==> src/rtl/sdram_access_arbiter_pkg.sv <==
// Shared types and helpers for the fb_clk-domain SDRAM/PSRAM access arbiter.
package sdram_arb_pkg;

  // Arbiter sequencing states.
  typedef enum logic [2:0] {
    INIT_WAIT = 3'd0,
    IDLE      = 3'd1,
    WR_BURST  = 3'd2,
    RD_WAIT   = 3'd3,
    RD_BURST  = 3'd4,
    GAP       = 3'd5
  } arb_state_t;

  // Encoding of mem_cmd.
  localparam logic CMD_WRITE = 1'b1;
  localparam logic CMD_READ  = 1'b0;

  // Number of 32-bit words in a burst of the given byte length.
  function automatic int burst_words(input int memory_burst);
    return memory_burst / 4;
  endfunction

endpackage

==> src/rtl/sdram_access_arbiter.sv <==
// Shares one memory-controller command port between the camera frame loader
// (write bursts) and the display fetcher (read bursts). One burst at a time:
// grant + command pulse, data phase, then a recovery gap so that command
// strobes are never closer than CMD_CYCLES. Reads win arbitration unless a
// waiting write has already been passed over MAX_READ_STREAK times.
//
// Handshake: a requester raises *_req with a stable *_addr and holds both
// until it sees the one-cycle *_gnt pulse; dropping *_req earlier withdraws
// the request. Write words are consumed one per cycle while wr_data_next is
// high, the requester presents the next word after each such edge. Read words
// are qualified solely by rd_data_out_valid; there is no backpressure.
module sdram_access_arbiter
  import sdram_arb_pkg::*;
#(
  parameter int MEMORY_BURST    = 32,
  parameter int CMD_CYCLES      = 19,
  parameter int READ_TIMEOUT    = 64,
  parameter int MAX_READ_STREAK = 4,
  parameter int ADDR_WIDTH      = 21
) (
  input  logic                  clk,
  input  logic                  rst,
  input  logic                  init_done,
  input  logic                  wr_req,
  input  logic [ADDR_WIDTH-1:0] wr_addr,
  output logic                  wr_gnt,
  input  logic [31:0]           wr_data_in,
  output logic                  wr_data_next,
  input  logic                  rd_req,
  input  logic [ADDR_WIDTH-1:0] rd_addr,
  output logic                  rd_gnt,
  output logic [31:0]           rd_data_out,
  output logic                  rd_data_out_valid,
  output logic                  rd_burst_done,
  output logic                  mem_cmd,
  output logic                  mem_cmd_en,
  output logic [ADDR_WIDTH-1:0] mem_addr,
  output logic [31:0]           mem_wr_data,
  output logic [3:0]            mem_data_mask,
  input  logic [31:0]           mem_rd_data,
  input  logic                  mem_rd_data_valid,
  output logic                  error,
  output arb_state_t            dbg_state
);

  localparam int BURST_WORDS = burst_words(MEMORY_BURST);

  localparam int CYC_W = (CMD_CYCLES > 2) ? $clog2(CMD_CYCLES) : 1;
  localparam int TO_W  = (READ_TIMEOUT > 2) ? $clog2(READ_TIMEOUT) : 1;
  localparam int WC_W  = $clog2(BURST_WORDS + 1);
  localparam int ST_W  = $clog2(MAX_READ_STREAK + 1);

  localparam logic [CYC_W-1:0] CYC_LOAD  = CYC_W'(CMD_CYCLES - 1);
  localparam logic [CYC_W-1:0] CYC_ONE   = CYC_W'(1);
  localparam logic [CYC_W-1:0] CYC_ZERO  = '0;
  localparam logic [TO_W-1:0]  TO_LAST   = TO_W'(READ_TIMEOUT - 1);
  localparam logic [TO_W-1:0]  TO_ONE    = TO_W'(1);
  localparam logic [WC_W-1:0]  WC_LAST   = WC_W'(BURST_WORDS);
  localparam logic [WC_W-1:0]  WC_PENULT = WC_W'(BURST_WORDS - 1);
  localparam logic [WC_W-1:0]  WC_ONE    = WC_W'(1);
  localparam logic [ST_W-1:0]  ST_MAX    = ST_W'(MAX_READ_STREAK);
  localparam logic [ST_W-1:0]  ST_ONE    = ST_W'(1);

  arb_state_t       state;
  logic [CYC_W-1:0] cyc_cnt;    // cycles left until the next command may issue
  logic [TO_W-1:0]  to_cnt;     // cycles spent waiting for the first read word
  logic [WC_W-1:0]  word_cnt;   // words moved in the current burst
  logic [ST_W-1:0]  streak;     // read grants issued while a write was waiting
  logic             grant_rd;
  logic             grant_wr;

  // Write data and mask are pure pass-through; the controller samples them
  // on the edges where wr_data_next is high.
  assign mem_wr_data   = wr_data_in;
  assign mem_data_mask = 4'b0000;
  assign dbg_state     = state;

  // Arbitration decision for the current IDLE cycle.
  always_comb begin
    grant_rd = 1'b0;
    grant_wr = 1'b0;
    if (state == IDLE && init_done) begin
      if (rd_req && (!wr_req || streak < ST_MAX)) begin
        grant_rd = 1'b1;
      end else if (wr_req) begin
        grant_wr = 1'b1;
      end
    end
  end

  // Burst sequencer with registered command, grant and read-data outputs.
  always_ff @(posedge clk) begin
    if (rst) begin
      state             <= INIT_WAIT;
      cyc_cnt           <= '0;
      to_cnt            <= '0;
      word_cnt          <= '0;
      streak            <= '0;
      wr_gnt            <= 1'b0;
      rd_gnt            <= 1'b0;
      wr_data_next      <= 1'b0;
      rd_data_out       <= '0;
      rd_data_out_valid <= 1'b0;
      rd_burst_done     <= 1'b0;
      mem_cmd           <= 1'b0;
      mem_cmd_en        <= 1'b0;
      mem_addr          <= '0;
      error             <= 1'b0;
    end else begin
      // Strobes are single-cycle unless a state below re-asserts them.
      mem_cmd_en        <= 1'b0;
      wr_gnt            <= 1'b0;
      rd_gnt            <= 1'b0;
      rd_data_out_valid <= 1'b0;
      rd_burst_done     <= 1'b0;

      // The command-spacing counter runs freely from each grant.
      if (cyc_cnt != CYC_ZERO) begin
        cyc_cnt <= cyc_cnt - CYC_ONE;
      end

      case (state)
        INIT_WAIT: begin
          if (init_done) begin
            state <= IDLE;
          end
        end

        IDLE: begin
          if (!init_done) begin
            state <= INIT_WAIT;
          end else if (grant_rd) begin
            mem_cmd_en <= 1'b1;
            rd_gnt     <= 1'b1;
            mem_cmd    <= CMD_READ;
            mem_addr   <= rd_addr;
            cyc_cnt    <= CYC_LOAD;
            to_cnt     <= '0;
            word_cnt   <= '0;
            // Only reads that overtake a waiting write count toward the bound.
            streak     <= wr_req ? (streak + ST_ONE) : '0;
            state      <= RD_WAIT;
          end else if (grant_wr) begin
            mem_cmd_en   <= 1'b1;
            wr_gnt       <= 1'b1;
            mem_cmd      <= CMD_WRITE;
            mem_addr     <= wr_addr;
            cyc_cnt      <= CYC_LOAD;
            // Word 0 is consumed in the grant cycle itself.
            wr_data_next <= 1'b1;
            word_cnt     <= WC_ONE;
            streak       <= '0;
            state        <= WR_BURST;
          end
        end

        WR_BURST: begin
          if (word_cnt == WC_LAST) begin
            wr_data_next <= 1'b0;
            state        <= GAP;
          end else begin
            word_cnt <= word_cnt + WC_ONE;
          end
        end

        RD_WAIT, RD_BURST: begin
          if (mem_rd_data_valid) begin
            rd_data_out       <= mem_rd_data;
            rd_data_out_valid <= 1'b1;
            word_cnt          <= word_cnt + WC_ONE;
            if (word_cnt == WC_PENULT) begin
              // Done pulse lines up with the last registered read word.
              rd_burst_done <= 1'b1;
              state         <= GAP;
            end else begin
              state <= RD_BURST;
            end
          end else if (state == RD_WAIT) begin
            if (to_cnt == TO_LAST) begin
              error <= 1'b1;
              state <= GAP;
            end else begin
              to_cnt <= to_cnt + TO_ONE;
            end
          end
        end

        GAP: begin
          // Leave one cycle early so the next grant lands exactly CMD_CYCLES
          // after the previous one; at least one GAP cycle always occurs.
          if (cyc_cnt <= CYC_ONE) begin
            state <= init_done ? IDLE : INIT_WAIT;
          end
        end

        default: begin
          state <= INIT_WAIT;
        end
      endcase
    end
  end

endmodule

==> config.mk <==
export PLATFORM = sky130hd
export DESIGN_NAME = sdram_access_arbiter
export DESIGN_NICKNAME = d
export VERILOG_FILES = /design/src/rtl/sdram_access_arbiter_pkg.sv /design/src/rtl/sdram_access_arbiter.sv
export SDC_FILE = /design/constraint.sdc
export NUM_CORES = 1
export LEC_CHECK = 0
export ABC_AREA = 1
export CAP_MARGIN = 20
export CORE_UTILIZATION = 25
export CTS_BUF_LIST = sky130_fd_sc_hd__clkbuf_2 sky130_fd_sc_hd__clkbuf_4 sky130_fd_sc_hd__clkbuf_8
export DETAILED_ROUTE_END_ITERATION = 8
export GPL_TIMING_DRIVEN = 0
export HOLD_SLACK_MARGIN = 0.02
export PLACE_DENSITY = 0.64
export RECOVER_POWER = 25
export SYNTH_ARGS = -nofsm -noshare
export SYNTH_HDL_FRONTEND = slang
export SYNTH_SLANG_ARGS = --single-unit
==> constraint.sdc <==
create_clock -name clk -period 2.9 [get_ports clk]
set_input_delay 0.29 -clock clk [delete_from_list [all_inputs] [get_ports clk]]
set_output_delay 0.29 -clock clk [all_outputs]
set_load 0.01 [all_outputs]
* Word-level counts from Yosys, hierarchy flattened
Cells that the tools add are included.
Storage, ports and cells: flip-flop bits (word level) 82, input bits 112, output and inout bits 100, word-level logic and storage cells 121
Cells by class: $add $sub $neg 4, magnitude comparators 2, eq/ne operators 24, multiplexer cells 50, bitwise operators 4, reduce and logical (&&, ||, !) cells 22
Operators by type and width (number):
- 21-bit two-way mux | 2
- 3-bit two-way mux | 12
- 6-bit two-way mux | 5
- 5-bit two-way mux | 5
- 2-bit inequality test, second input constant | 12
- 4-bit two-way mux | 5
- 1-bit two-way mux | 17
- 3-bit case mux with 5 select lines | 1
- 4-bit case mux with 3 select lines | 1
- 6-bit case mux with 2 select lines | 1
- 6-bit AND reduction | 2
- 5-bit AND reduction | 2
- 3-bit inequality test, second input constant | 3
- 6-bit by 1-bit adder with 6-bit output, second input constant | 1
- 3-bit by 2-bit == test with 1-bit output, second input constant | 2
- 3-bit == test, second input constant | 2
- 6-bit == test, second input constant | 1
- 2-bit nonzero test | 3
- 3-bit OR reduction | 2
- 5-bit by 1-bit less-or-equal comparator with 1-bit output, second input constant | 1
- 5-bit nonzero test | 1
- 5-bit by 1-bit subtractor with 5-bit output, second input constant | 1
- 4-bit by 1-bit adder with 4-bit output, second input constant | 1
- 4-bit by 3-bit == test with 1-bit output, second input constant | 1
- other kinds (17) | 22

* Depth between registers and ports, before layout
word-level depth 9, gate-level depth with buffers 11, gate-level depth less buffers 11

* Least setup slack after synthesis
No wires, ideal clock.
kind register -> register, start register state[1], in the netlist dbg_state[1], end register cyc_cnt[4], setup time 132 ps, data arrival time 1252 ps, required time 2768 ps, path slack 1516 ps, stages on the path, launching flop included 11, buffers on the path 3, clock period less this slack 1384 ps, cell sequence dfxtp_1 > buf_6 > clkinv_1 > nand3_1 > nor2_2 > nand2_2 > nand2_2 > buf_6 > buf_6 > a21oi_1 > a21oi_1
On the way: cells in the longest elaborated chain, start to end 7, elaborated cells between the ends (all ways) 8, classes of those cells 1 x eq/ne; 6 x mux; 1 x reduce/logical
RTL lines:
- start, declared | line sdram_access_arbiter.sv:64 | arb_state_t state;
- start signal, assigned | line sdram_access_arbiter.sv:192 | state <= init_done ? IDLE : INIT_WAIT;
- 3-bit by 1-bit == test with 1-bit output * | line sdram_access_arbiter.sv:82, sdram_access_arbiter.sv:122
- 1-bit logical AND | line sdram_access_arbiter.sv:82 | if (state == IDLE && init_done) begin
- 1-bit two-way mux | line sdram_access_arbiter.sv:82
- 5-bit two-way mux | line sdram_access_arbiter.sv:143 | end else if (grant_wr) begin
- 5-bit two-way mux | line sdram_access_arbiter.sv:132 | end else if (grant_rd) begin
- 5-bit two-way mux | line sdram_access_arbiter.sv:130 | if (!init_done) begin
- 5-bit two-way mux * | line sdram_access_arbiter.sv:122 | case (state)
- end signal, assigned | line sdram_access_arbiter.sv:119 | cyc_cnt <= cyc_cnt - CYC_ONE;
- end, declared | line sdram_access_arbiter.sv:65 | logic [CYC_W-1:0] cyc_cnt;
Mark *: on every way between the ends. The rest lies on a longest branch, timed or not. A chain may end at the register's enable or synchronous reset.

* Worst setup path in the final report
start register state[2], in the netlist dbg_state[2], end register rd_data_out[0]
On the way: cells in the longest elaborated chain, start to end 3, elaborated cells between the ends (all ways) 4, classes of those cells 2 x eq/ne; 2 x reduce/logical
RTL lines:
- 3-bit by 2-bit == test with 1-bit output / 3-bit == test (equally long branches) | line sdram_access_arbiter.sv:122
- 2-bit OR reduction * | line sdram_access_arbiter.sv:122
- 2-bit AND reduction (no line) *
- end signal, assigned | line sdram_access_arbiter.sv:168 | rd_data_out <= mem_rd_data;
- end, declared | line sdram_access_arbiter.sv:32 | output logic [31:0] rd_data_out,
Marked as above.

==> metrics.log <==
[metrics] Hold Path Class: reg -> reg
[metrics] most frequently used cell type in the post-synthesis netlist: sky130_fd_sc_hd__nor2_1
[metrics] floorplan core area: 15300 um2
[metrics] Inserted Clock Buffers: 9
[metrics] most area-hungry cell type in the Yosys netlist: sky130_fd_sc_hd__dfxtp_1
[metrics] routed length per placed instance: 11.8 um
[metrics] commonest cells in the netlist: 101 x sky130_fd_sc_hd__nor2_1, 98 x sky130_fd_sc_hd__nand2_1, 82 x sky130_fd_sc_hd__dfxtp_1, 54 x sky130_fd_sc_hd__o21ai_0, 38 x sky130_fd_sc_hd__buf_4
[metrics] die boundary height: 127 um
[metrics] global-route wire length before repair: 17800 um
[metrics] share of total power consumed by net switching: 37.3%
[metrics] number of distinct standard cells referenced by the synthesized netlist: 35
[metrics] antenna violations before repair: 0
[metrics] Net Sw Power: 1.60 mW
[metrics] Syn Inst Count: 533
[metrics] Critical Path Max Stage Delay: 0.47 ns
[metrics] fin crit share: 65.8%
[metrics] clk slew on worst S/H paths: 0.08 ns
[metrics] layout cells sized above 1: 10.7%
[metrics] netlist area before placement: 3920 um2
[metrics] number of vias per cell after detailed routing: 4.25
[metrics] worst r2r src: dbg_state[2]
[metrics] part of the Yosys area used for sequential elements: 41.9%
[metrics] total number of H-tree levels: 3
[metrics] number of maximum-capacitance constraint violations: 0
[metrics] via count of the routed design: 3985
[metrics] number of global-route vias before repair: 3607
[metrics] transition time at the pin with the least slew margin: 0.572 ns
[metrics] number of synthesized flops with an enable pin: 0
[metrics] number of flip-flops and latches in the synthesized netlist: 82
[metrics] Total GRT Usage: 14.2%
[metrics] maximum achievable frequency: 0.524 GHz
[metrics] Post-layout nets: 841
[metrics] reg-to-reg slack, setup: 0.99 ns
[metrics] post-route worst setup slack: 0.992 ns
[metrics] cell-internal power: 2.68 mW
[metrics] Hold Startpoint: streak[0]
[metrics] Tmin final: 1.91 ns
[metrics] total wirelength of the detailed-routed design: 11100 um
[metrics] cells taking the most area after synthesis: sky130_fd_sc_hd__dfxtp_1 42%, sky130_fd_sc_hd__nor2_1 9.7%, sky130_fd_sc_hd__nand2_1 9.4%, sky130_fd_sc_hd__buf_4 7.3%, sky130_fd_sc_hd__o21ai_0 6.9%
[metrics] endpoints failing hold: 0
[metrics] family of cells with the greatest summed delay on the critical path: simple AND/OR/NAND/NOR gates
[metrics] DRC marker count from the first detailed-route iteration: 113
[metrics] Leak Pwr: 2.52 nW
[metrics] Most common cell on crit path: sky130_fd_sc_hd__nand2_1
[metrics] count of warnings emitted by yosys: 0
[metrics] launching element type of the critical path: register
[metrics] maximum clock insertion buffer count: 2
[metrics] pre-CTS setup slack: 0.891 ns
[metrics] sum of internal, switching and leakage power: 4.28 mW
[metrics] portion of total power attributed to combinational logic: 45.1%
[metrics] ordered list of cells on the worst path: inv_1 > nand3_1 > nand2_1 > nand2_1 > clkbuf_1 > o21ai_0 > nor2_1
[metrics] Crit Path Category: reg -> reg
[metrics] clock latency of the later-clocked register in the worst-skew pair: 0.37 ns
[metrics] CTS Hold Buffers Added: 0
[metrics] Post-CTS Setup Bufs: 0
[metrics] Reg-to-Reg End: rd_data_out[0]
[metrics] worst-case reg-to-reg path depth: 7
[metrics] Die ar.: 16200 um2
[metrics] number of sinks driven by the clock tree: 82
[metrics] critical path endpoint category: register
[metrics] area added between synthesis and finish: 55.9%
[metrics] boundary pin count: 212
[metrics] worst slew margin relative to its limit: 61.9%
[metrics] part of the total power dissipated in sequential elements: 35.5%
[metrics] maximum number of pins on one net before global-route repair: 14
[metrics] number of port buffers: 175
[metrics] starting density of the core: 25.7%
[metrics] first-pass iteration count of the detailed router: 4
[metrics] Die Width: 127 um
[metrics] Arr. time, crit path: 2.22 ns
[metrics] post-detailed-route count of antenna-violating nets: 0
[metrics] sum of net half-perimeters after detailed placement: 8540 um
[metrics] routability congestion estimate from global placement: 0.814
[metrics] Hold Path Cell Cnt: 1
[metrics] final setup skew: 0.0119 ns
[metrics] unrepaired setup endpoints after global routing: no
[metrics] DRC viols: 0
[metrics] final slew viol count: 0
[metrics] master of the slowest instance on the critical path: sky130_fd_sc_hd__dfxtp_1
[metrics] required arrival time at the worst endpoint: 3.21 ns
[metrics] residual overflow from global routing: 0
[metrics] number of placement rows: 45
[metrics] final antenna diode count: 0
[metrics] Synth top area share: 41.9%
[metrics] proportion of power drawn by the clock network: 19.5%
[metrics] root cell of the clock tree: sky130_fd_sc_hd__clkbuf_8
[metrics] fraction of registers with async set/reset: 0%
[metrics] Min-Delay Endpoint: streak[0]
[metrics] CTS tree: yes
[metrics] Final TNS setup: 0 ns
[metrics] startpoint of the most critical setup path: dbg_state[2]
[metrics] flip-flop cell with the highest count after synthesis: sky130_fd_sc_hd__dfxtp_1
[metrics] PostCTS Resize Cnt: 0
[metrics] result of the run: completed
[metrics] Crit path buffers/inverters: 2
[metrics] Final setup violation count: 0
[metrics] power density relative to cell area: 700 nW/um2
[metrics] IR drop worst, VDD: 0.315 mV
[metrics] critical path peak fanout: 10
[metrics] Avg Synthesized Cell Area: 7.35 um2
-- flip-flops by register name, indices dropped and copies added, names as in the netlist, 3 cells and up --
name	flops
cyc_cnt	5
mem_addr	21
streak	3
word_cnt	4
to_cnt	6
dbg_state	3
rd_data_out	32
-- worst register-to-register path, stage by stage (launching register included) --
cell and delay [ns]:
sky130_fd_sc_hd__dfxtp_1 0.47, sky130_fd_sc_hd__inv_1 0.13, sky130_fd_sc_hd__nand3_1 0.14, sky130_fd_sc_hd__nand2_1 0.14
sky130_fd_sc_hd__nand2_1 0.34, sky130_fd_sc_hd__clkbuf_1 0.36, sky130_fd_sc_hd__o21ai_0 0.16, sky130_fd_sc_hd__nor2_1 0.11
-- how the worst max path moves through the flow --
stage                           to  slack, ns  cells after the start
CTS                   dbg_state[2]       1.12                      1
finish              rd_data_out[0]       0.99                      7
detailed placement    mem_addr[15]       0.89                     10
global route        rd_data_out[0]       0.73                      7
floorplan               cyc_cnt[4]       1.52                     10
global placement           mem_cmd       0.91                      8
-- per-layer routing --
layer	GRT usage [%]	share of wire, %	vias up
li1	-	-	2062
met1	17.0	46	1726
met2	22.5	43	189
met3	6.45	10	8
met4	4.62	1.1	0
met5	0	0	-
-- placed cells by master (no fill, tap or decap) --
master	n
sky130_fd_sc_hd__nand2_1	102
sky130_fd_sc_hd__nor3_1	2
sky130_fd_sc_hd__buf_6	6
sky130_fd_sc_hd__nand4_1	7
sky130_fd_sc_hd__ha_1	7
sky130_fd_sc_hd__dfxtp_1	82
sky130_fd_sc_hd__o21bai_1	2
sky130_fd_sc_hd__clkdlybuf4s50_1	141
sky130_fd_sc_hd__bufinv_16	1
sky130_fd_sc_hd__nor2_2	3
sky130_fd_sc_hd__dlygate4sd3_1	34
sky130_fd_sc_hd__o21ai_2	1
sky130_fd_sc_hd__a31oi_1	22
sky130_fd_sc_hd__nand3_4	1
sky130_fd_sc_hd__nor3b_1	1
sky130_fd_sc_hd__nand3_1	15
sky130_fd_sc_hd__o211ai_1	1
sky130_fd_sc_hd__nor2_1	101
sky130_fd_sc_hd__buf_4	38
sky130_fd_sc_hd__a21oi_1	16
sky130_fd_sc_hd__inv_2	2
sky130_fd_sc_hd__clkbuf_1	11
sky130_fd_sc_hd__xnor2_1	4
sky130_fd_sc_hd__o21ai_1	5
sky130_fd_sc_hd__clkbuf_4	2
sky130_fd_sc_hd__buf_2	6
sky130_fd_sc_hd__or2_2	1
sky130_fd_sc_hd__xor2_1	3
sky130_fd_sc_hd__clkinvlp_4	2
sky130_fd_sc_hd__o21ai_0	54
sky130_fd_sc_hd__clkbuf_8	9
sky130_fd_sc_hd__clkinv_1	1
sky130_fd_sc_hd__inv_1	31
sky130_fd_sc_hd__nand2_2	2
sky130_fd_sc_hd__nor2_4	1
sky130_fd_sc_hd__conb_1	4
sky130_fd_sc_hd__clkinv_2	2
sky130_fd_sc_hd__nand3_2	1
sky130_fd_sc_hd__nand3b_1	2
sky130_fd_sc_hd__a21boi_0	1
-- final cells by class --
class / count / area, um2
buffer: 61 / 424
sequential: 82 / 1640
clock inverter: 5 / 55.1
tap: 211 / 264
clock buffer: 11 / 139
timing repair buffer: 175 / 1750
inverter: 34 / 128
multi-input combinational: 359 / 1710
fill: 1616 / 9150
-- logic make-up after synthesis --
group / Yosys count / share of synthesized area [%]
simple gates: 239 / 26.0
compound gates: 102 / 14.1
buf+inv: 95 / 14.1
flops: 82 / 41.9
xor+xnor: 7 / 1.56
fa+ha+maj: 7 / 2.23
other cells: 1 / 0.0957
-- stage by stage --
stage	hold WS [ns]	instances	instance area [um2]	utilization, %
2_1_floorplan	0.428	536	3930	-
3_3_place_gp	0.447	922	5950	39.0
5_1_grt	0.469	938	6110	40.0
4_1_cts	0.451	938	6140	40.2
6_report	0.464	938	6110	40.0
3_5_place_dp	0.452	922	5950	39.0
-- power by group through the flow --
stage	registers [mW]	logic [mW]	clock network, mW
after detailed placement	1.54	1.97	0
final	1.52	1.93	0.832
after CTS	1.52	1.98	0.876
after global placement	1.53	1.97	0
after floorplan	1.60	1.15	0
after global routing	1.55	2.18	0.921
Power figures use the tool's default switching activity.
